**src/rtl/cc_wrport_arbiter.sv**
```systemverilog
// Register-file write-port arbiter: grants one producer per cycle and registers its selection/data.
// Define CC_WRPORT_ARBITER_RR_EN for round-robin arbitration; otherwise fixed priority (lowest index wins).
module cc_wrport_arbiter #(
    parameter int DATAWIDTH_BUS       = 32,
    parameter int DATAWIDTH_SELECTION = 6,
    parameter int NUM_REGS            = 38,
    parameter int NUM_REQ             = 3
) (
    input  logic                                   CC_WRPORT_ARBITER_CLOCK_50,
    input  logic                                   CC_WRPORT_ARBITER_RESET_InLow,
    input  logic [NUM_REQ-1:0]                     CC_WRPORT_ARBITER_Req_In,
    input  logic [NUM_REQ*DATAWIDTH_SELECTION-1:0] CC_WRPORT_ARBITER_Addr_In,
    input  logic [NUM_REQ*DATAWIDTH_BUS-1:0]       CC_WRPORT_ARBITER_Data_In,
    output logic [NUM_REQ-1:0]                     CC_WRPORT_ARBITER_Grant_Out,
    output logic [DATAWIDTH_SELECTION-1:0]         CC_WRPORT_ARBITER_Selection_Out,
    output logic [DATAWIDTH_BUS-1:0]               CC_WRPORT_ARBITER_Data_Out,
    output logic                                   CC_WRPORT_ARBITER_WriteValid_Out,
    output logic                                   CC_WRPORT_ARBITER_Error_Out
);

    localparam int PTR_W = $clog2(NUM_REQ);
    localparam logic [DATAWIDTH_SELECTION:0] NUM_REGS_W = NUM_REGS[DATAWIDTH_SELECTION:0];
    localparam logic [PTR_W-1:0] PTR_RST = PTR_W'(NUM_REQ - 1);

    logic [NUM_REQ-1:0]             grant_q, grant_d;
    logic [DATAWIDTH_SELECTION-1:0] sel_q, sel_d;
    logic [DATAWIDTH_BUS-1:0]       data_q, data_d;
    logic                           wv_q, wv_d;
    logic                           err_q, err_d;
    logic [PTR_W-1:0]               ptr_q, ptr_d;

    logic [DATAWIDTH_SELECTION-1:0] addr_a_s [NUM_REQ];
    logic [DATAWIDTH_BUS-1:0]       data_a_s [NUM_REQ];
    logic [NUM_REQ-1:0]             eligible_s;
    logic                           found_s;
    logic [PTR_W-1:0]               win_idx_s;
    int                             idx_s;
    logic [DATAWIDTH_SELECTION-1:0] win_addr_s;
    logic [DATAWIDTH_BUS-1:0]       win_data_s;
    logic                           addr_zero_s;
    logic                           addr_oor_s;

    // Unpack the flat per-requester buses into arrays.
    always_comb begin
        for (int k = 0; k < NUM_REQ; k++) begin
            addr_a_s[k] = CC_WRPORT_ARBITER_Addr_In[k*DATAWIDTH_SELECTION +: DATAWIDTH_SELECTION];
            data_a_s[k] = CC_WRPORT_ARBITER_Data_In[k*DATAWIDTH_BUS +: DATAWIDTH_BUS];
        end
    end

    // A requester holding the grant this cycle sits out, so a dropping request is never granted twice.
    assign eligible_s = CC_WRPORT_ARBITER_Req_In & ~grant_q;

    // Winner search: rotate from pointer+1 in round-robin mode, from index 0 otherwise.
    always_comb begin
        found_s   = 1'b0;
        win_idx_s = '0;
        idx_s     = 0;
        for (int k = 0; k < NUM_REQ; k++) begin
`ifdef CC_WRPORT_ARBITER_RR_EN
            idx_s = (int'(ptr_q) + 1 + k) % NUM_REQ;
`else
            idx_s = k;
`endif
            if (!found_s && eligible_s[idx_s]) begin
                found_s   = 1'b1;
                win_idx_s = PTR_W'(idx_s);
            end else begin
                found_s   = found_s;
            end
        end
    end

    assign win_addr_s  = addr_a_s[win_idx_s];
    assign win_data_s  = data_a_s[win_idx_s];
    assign addr_zero_s = (win_addr_s == {DATAWIDTH_SELECTION{1'b0}});
    assign addr_oor_s  = ({1'b0, win_addr_s} >= NUM_REGS_W);

    // Next-state for grant, write port outputs, sticky error and last-winner pointer.
    always_comb begin
        grant_d = '0;
        sel_d   = '0;
        data_d  = '0;
        wv_d    = 1'b0;
        err_d   = err_q;
        ptr_d   = ptr_q;
        if (found_s) begin
            grant_d[win_idx_s] = 1'b1;
            data_d             = win_data_s;
            ptr_d              = win_idx_s;
            if (addr_zero_s || addr_oor_s) begin
                sel_d = '0;
                wv_d  = 1'b0;
                err_d = err_q | addr_oor_s;
            end else begin
                sel_d = win_addr_s;
                wv_d  = 1'b1;
            end
        end else begin
            grant_d = '0;
        end
    end

    // State registers; the pointer resets to the last index so requester 0 wins first.
    always_ff @(posedge CC_WRPORT_ARBITER_CLOCK_50 or negedge CC_WRPORT_ARBITER_RESET_InLow) begin
        if (!CC_WRPORT_ARBITER_RESET_InLow) begin
            grant_q <= '0;
            sel_q   <= '0;
            data_q  <= '0;
            wv_q    <= 1'b0;
            err_q   <= 1'b0;
            ptr_q   <= PTR_RST;
        end else begin
            grant_q <= grant_d;
            sel_q   <= sel_d;
            data_q  <= data_d;
            wv_q    <= wv_d;
            err_q   <= err_d;
            ptr_q   <= ptr_d;
        end
    end

    assign CC_WRPORT_ARBITER_Grant_Out      = grant_q;
    assign CC_WRPORT_ARBITER_Selection_Out  = sel_q;
    assign CC_WRPORT_ARBITER_Data_Out       = data_q;
    assign CC_WRPORT_ARBITER_WriteValid_Out = wv_q;
    assign CC_WRPORT_ARBITER_Error_Out      = err_q;

endmodule

```
**config.mk**
```make
export PLATFORM = sky130hd
export DESIGN_NAME = cc_wrport_arbiter
export DESIGN_NICKNAME = d
export VERILOG_FILES = /design/src/rtl/cc_wrport_arbiter.sv
export SDC_FILE = /design/constraint.sdc
export NUM_CORES = 1
export LEC_CHECK = 0
export BUFFER_PORTS_ARGS = -buffer_cell sky130_fd_sc_hd__buf_4
export CELL_PAD_IN_SITES_DETAIL_PLACEMENT = 0
export CELL_PAD_IN_SITES_GLOBAL_PLACEMENT = 1
export CORE_MARGIN = 10
export CORE_UTILIZATION = 26
export DETAILED_ROUTE_END_ITERATION = 10
export PLACE_DENSITY = 0.73
export SETUP_SLACK_MARGIN = 0.02
export SYNTH_ARGS = -nofsm -noshare
export SYNTH_HDL_FRONTEND = slang
export SYNTH_SLANG_ARGS = --single-unit
```
**constraint.sdc**
```tcl
create_clock -name CC_WRPORT_ARBITER_CLOCK_50 -period 1.7 [get_ports CC_WRPORT_ARBITER_CLOCK_50]
set_input_delay 0.085 -clock CC_WRPORT_ARBITER_CLOCK_50 [delete_from_list [all_inputs] [get_ports CC_WRPORT_ARBITER_CLOCK_50]]
set_output_delay 0.085 -clock CC_WRPORT_ARBITER_CLOCK_50 [all_outputs]
set_load 0.02 [all_outputs]
```
Yosys cells after proc, flatten, opt, wreduce, memory -nomap -nowiden:

Cells that the tools add are included.

* flip-flop bits (word level): 43
* latch bits: 0
* RAM bits: 0
* memory bits (read-only): 0
* input bits: 119
* output and inout port bits: 43
* word-level logic and storage cells: 40
* memories kept: 0

* add/sub/neg operators: 0
* multiply operators: 0
* divide/modulo/power cells: 0
* magnitude comparators: 4
* equal/unequal tests: 0
* shift-type cells: 0
* multiplexer cells: 19
* bitwise logic cells: 4
* reductions and logical operators: 8

Operators with widths (count)
* $mux W32: 3
* $bmux W32 S2: 1
* $mux W6: 4
* $bmux W6 S2: 1
* $mux W1: 7
* $ge A6 B6 Y1 const B: 1
* $logic_not A6 Y1: 1
* $and A3 B3 Y3: 1
* $ge A3 B3 Y1 const B: 1
* $logic_and A1 B1 Y1: 3
* $lt A2 B3 Y1 const B: 1
* $mux W3: 1
* $not A2 Y3: 1
* $not A3 Y3: 1
* $demux W1 S2: 1
* $ge A2 B1 Y1 const B: 1
* $logic_not A1 Y1: 2
* $mux W2: 1
* $reduce_and A2 Y1: 1
* $logic_or A1 B1 Y1: 1
* $or A1 B1 Y1: 1

Logic depth before layout (Yosys ltp):

* depth after elaboration: 17
* mapped depth: 7
* mapped depth without buffers: 6

Worst setup path after synthesis:

No wires, ideal clock.

* path type: register -> register
* start: register grant_q[0], in the netlist CC_WRPORT_ARBITER_Grant_Out[0]
* end: register sel_q[3], in the netlist CC_WRPORT_ARBITER_Selection_Out[3]
* setup time: 122 ps
* arrival time: 1799 ps
* data required time: 1578 ps
* path slack: -221 ps
* cell stages (with the launch flop): 8
* buffers on the path: 1
* period minus slack after synthesis: 1921 ps
* cell sequence: dfrtp_1 > nand2b_2 > buf_6 > inv_4 > or4_4 > o311ai_4 > a41oi_4 > a2111oi_1

* longest elaborated chain between the ends: 17
* elaborated cells between the ends (all ways): 20
* classes of those cells: 1 x order compare; 10 x mux; 3 x bitwise; 6 x reduce/logical

RTL lines
* start, declared: line 25 `logic [NUM_REQ-1:0] grant_q, grant_d;`
* start signal, assigned: line 114 `grant_q <= grant_d;`
* $not A3 Y3 *: line 52 `assign eligible_s = CC_WRPORT_ARBITER_Req_In & ~grant_q;`
* $and A3 B3 Y3 *: line 52
* $mux W1 *: line 65 `if (!found_s && eligible_s[idx_s]) begin`
* $logic_not A1 Y1: line 65
* $logic_and A1 B1 Y1: line 65
* $mux W1: line 65
* $logic_not A1 Y1: line 65
* $logic_and A1 B1 Y1: line 65
* $mux W2: line 65
* $not A2 Y3 (implied by the code): line 74 `assign win_addr_s = addr_a_s[win_idx_s];`
* $bmux W6 S2: line 74
* $mux W6 (implied by the code) (2 in a row): line 74
* $ge A6 B6 Y1 / $logic_not A6 Y1 (equally long branches): line 77, 76
* $logic_or A1 B1 Y1: line 91 `if (addr_zero_s || addr_oor_s) begin`
* $mux W6: line 91
* $mux W6 *: line 87 `if (found_s) begin`
* named net sel_d[3]: line 26 `logic [DATAWIDTH_SELECTION-1:0] sel_q, sel_d;`
* end signal, assigned: line 115 `sel_q <= sel_d;`
* end, declared: line 26

The timed path passes the listed nets; every way through them passes the cells marked *. The select of a mux whose other input is x is not followed.
A chain may end at the register's enable or synchronous reset.

Worst setup path in the final report:

* start: register grant_q[1], in the netlist CC_WRPORT_ARBITER_Grant_Out[1]
* end: register sel_q[3], in the netlist CC_WRPORT_ARBITER_Selection_Out[3]

* longest elaborated chain between the ends: 15
* elaborated cells between the ends (all ways): 18
* classes of those cells: 1 x order compare; 9 x mux; 3 x bitwise; 5 x reduce/logical

RTL lines (line)
* $not A3 Y3 *: 52
* $and A3 B3 Y3 *: 52
* $logic_and A1 B1 Y1 *: 65
* $mux W1: 65
* $logic_not A1 Y1: 65
* $logic_and A1 B1 Y1: 65
* $mux W2: 65
* $not A2 Y3 (implied by the code): 74
* $bmux W6 S2: 74
* $mux W6 (implied by the code) (2 in a row): 74
* $ge A6 B6 Y1 / $logic_not A6 Y1 (equally long branches): 77, 76
* $logic_or A1 B1 Y1: 91
* $mux W6: 91
* $mux W6 *: 87
* named net sel_d[3]: 26

Marked as above.

==> results.json <==
{
  "gr-total-overflow": 0,
  "max_cap_viol_count": 0,
  "h-tree-depth": 2,
  "final-hold-violation-count": 0,
  "remaining_drc_errors": 0,
  "p_leak_nw": 2.02,
  "crit_type": "reg2reg",
  "rrSetupSlack_ns": -0.02,
  "syn_nets": 332,
  "rsz0062_at_grt": "true",
  "nNetsFinal": 508,
  "fp-row-count": 33,
  "fin_util_pct": 47.0,
  "place.gp.congestion": 0.828,
  "area_growth_pct": 74.8,
  "cp_slowest_cell": "dfrtp_1",
  "critPathMaxFanout": 5,
  "p_per_area_mw_per_mm2": 748,
  "whs_ns": 0.0129,
  "fp.dieW_um": 112,
  "grt_max_degree": 44,
  "cts_root_buffer": "clkbuf_8",
  "worst_pin_slew_ns": 0.566,
  "antenna_found_initial": 0,
  "crit_arrival_ns": 1.91,
  "crit_chain": "nand2b_4, or4_4, o311ai_4, a41oi_4, a2111oi_2",
  "synth_area_sq_mm": 0.00222,
  "routedWlPerCell_um": 17.3,
  "die_area_sq_mm": 0.0126,
  "drt-total-wl_um": 8540,
  "ys.flop_type": "dfrtp_1",
  "clkTransAtPathRegs_ns": 0.09,
  "async_reset_ff_share_pct": 100,
  "slowest_delay_ns": 0.43,
  "tns_ns": -0.0523,
  "worst_ep_required_time_ns": 1.88,
  "cts_buffer_depth": 2,
  "port_buffers": 161,
  "final_cell_mix": "176 x buf_4, 42 x dfrtp_1, 35 x mux2i_1, 34 x nand3_1, 33 x o21ai_0",
  "synth_warnings": 0,
  "clock_latency_ns": 0.29,
  "fin_worst_skew_ns": 0.00310,
  "fp.dieH_um": 112,
  "vias_per_cell": 4.70,
  "synth.distinct_cells": 39,
  "syn_inst": 213,
  "critPathTopFamily": "simple AND/OR/NAND/NOR gates",
  "setup.worst_path.start_class": "flip-flop",
  "finalMaxSlewViolations": 0,
  "critical_path_buf_inv_count": 0,
  "regArea_sq_mm": 0.00108,
  "peakVddDrop_uv": 274,
  "fin_crit_sh_pct": 101,
  "holdCritPathClass": "in2reg",
  "dpl_worst_slack_ns": -0.0514,
  "synth_area_per_cell_sq_um": 10.4,
  "cts_buffers": 5,
  "ys_seq_area_share_pct": 48.4,
  "clock-sinks": 43,
  "synth_edf_count": 0,
  "initial_core_util_pct": 26.9,
  "max_freq_ghz": 0.580,
  "end_kind": "flip-flop",
  "finalSetupViolCount": 4,
  "final_common_cell": "buf_4",
  "status": "complete, but fails checks",
  "drtIter0Drc": 71,
  "antenna_left": 0,
  "drive_gt1_share_pct": 54.1,
  "multi_input_area_sq_mm": 0.00113,
  "slew_headroom_pct": 62.3,
  "grt_usage_pct": 12.6,
  "cts_tree": "built",
  "io_pins": 162,
  "finalCriticalPeriod_ns": 1.72,
  "via_count": 2326,
  "grt_pass1_wl_um": 13200,
  "diodes": 0,
  "violations": "setup timing",
  "hpwlAfterDp_um": 6860,
  "num-fill-cells": 819,
  "grt_pass1_vias": 2606,
  "fin_ws_ns": -0.0229,
  "fp.coreArea_sq_mm": 0.00826,
  "synth_seq_cells": 43,
  "dr.pass1.iters": 4
}
-- synth_stat cells (2+ instances only) --
cell	number	area share [%]
dfrtp_1	43	48
mux2i_1	35	16
nand3_1	34	7.7
o21ai_0	33	7.4
clkbuf_1	11	1.9
nor2_1	7	1.2
a21oi_1	5	1.1
buf_2	5	1.1
nor2b_1	3	0.84
a2111oi_1	2	0.90
a21o_1	2	0.68
and3_1	2	0.56
inv_1	2	0.34
nand2_1	2	0.34
nand2b_1	2	0.56
nand4_1	2	0.56
-- sequential cells by signal, indices dropped and copies added (netlist names) --
| signal | count |
|---|---|
| CC_WRPORT_ARBITER_Data_Out | 32 |
| CC_WRPORT_ARBITER_Selection_Out | 6 |
| CC_WRPORT_ARBITER_Grant_Out | 3 |
| CC_WRPORT_ARBITER_Error_Out | 1 |
| CC_WRPORT_ARBITER_WriteValid_Out | 1 |
-- power by group --
part / internal, mW / total, mW / switching, mW
Combinational: 0.541 / 1.08 / 0.538
Clock: 0.288 / 0.650 / 0.362
Sequential: 1.14 / 1.18 / 0.0370
Total: 1.97 / 2.91 / 0.937
-- kinds of logic after synthesis --
logic type             Yosys count  synth area share (%)
DFF                             43                  48.4
buffers and inverters           20                  4.11
AOI/OAI and AO/OA               56                  17.4
muxes                           35                  15.8
and+or+nand+nor                 59                  14.3
-- repair_timing --
| action | 4_1_cts | 5_1_grt |
|---|---|---|
| buffers inserted | 1 | 3 |
| pin swaps | 0 | 3 |
| endpoints found under the hold margin | 46 | 0 |
| setup endpoints to repair | 6 | 14 |
| resized for setup | 8 | 9 |
| hold buffers | 4 | 0 |
-- worst paths after layout --
check	from	endpoint	cells after the start
hold / removal	CC_WRPORT_ARBITER_Data_In[75]	CC_WRPORT_ARBITER_Data_Out[11]	3
min in group asynchronous	CC_WRPORT_ARBITER_RESET_InLow	CC_WRPORT_ARBITER_Grant_Out[2]	2
setup / recovery	CC_WRPORT_ARBITER_Grant_Out[1]	CC_WRPORT_ARBITER_Selection_Out[3]	5
setup reg to reg	CC_WRPORT_ARBITER_Grant_Out[1]	CC_WRPORT_ARBITER_Selection_Out[3]	5
max in group asynchronous	CC_WRPORT_ARBITER_RESET_InLow	CC_WRPORT_ARBITER_Grant_Out[0]	2
hold reg to reg	CC_WRPORT_ARBITER_Error_Out	CC_WRPORT_ARBITER_Error_Out	1
-- area by class of cell --
class	count	share of cell area [%]
Timing Repair Buffer	186	37.2
Multi-Input combinational cell	150	29.0
Sequential cell	43	27.7
Tap cell	105	3.38
Clock buffer	6	1.87
Inverter	3	0.419
Clock inverter	2	0.322
-- worst reg2reg max path, stage by stage, from the launching register on --
cell and delay (ns):
dfrtp_1 0.43, nand2b_4 0.19, or4_4 0.43, o311ai_4 0.11
a41oi_4 0.21, a2111oi_2 0.25
-- routing by layer --
metal / share of wire [%] / global-route usage (%) / vias up
met2: 52 / 22.6 / 98
met4: 0.64 / 3.30 / 0
li1: - / - / 1136
met1: 37 / 13.1 / 1090
met3: 10 / 5.48 / 2
met5: 0 / 0 / -
-- per-stage QoR --
stage | std cells | cell area, sq um | power (mW)
after global routing | 495 | 3880 | 3.09
final | 495 | 3880 | 2.91
after floorplan | 213 | 2250 | 1.68
after CTS | 492 | 3820 | 2.94
after detailed placement | 479 | 3670 | 2.25
after global placement | 479 | 3670 | 2.24
No activity file was read; power rests on OpenSTA's default activity.
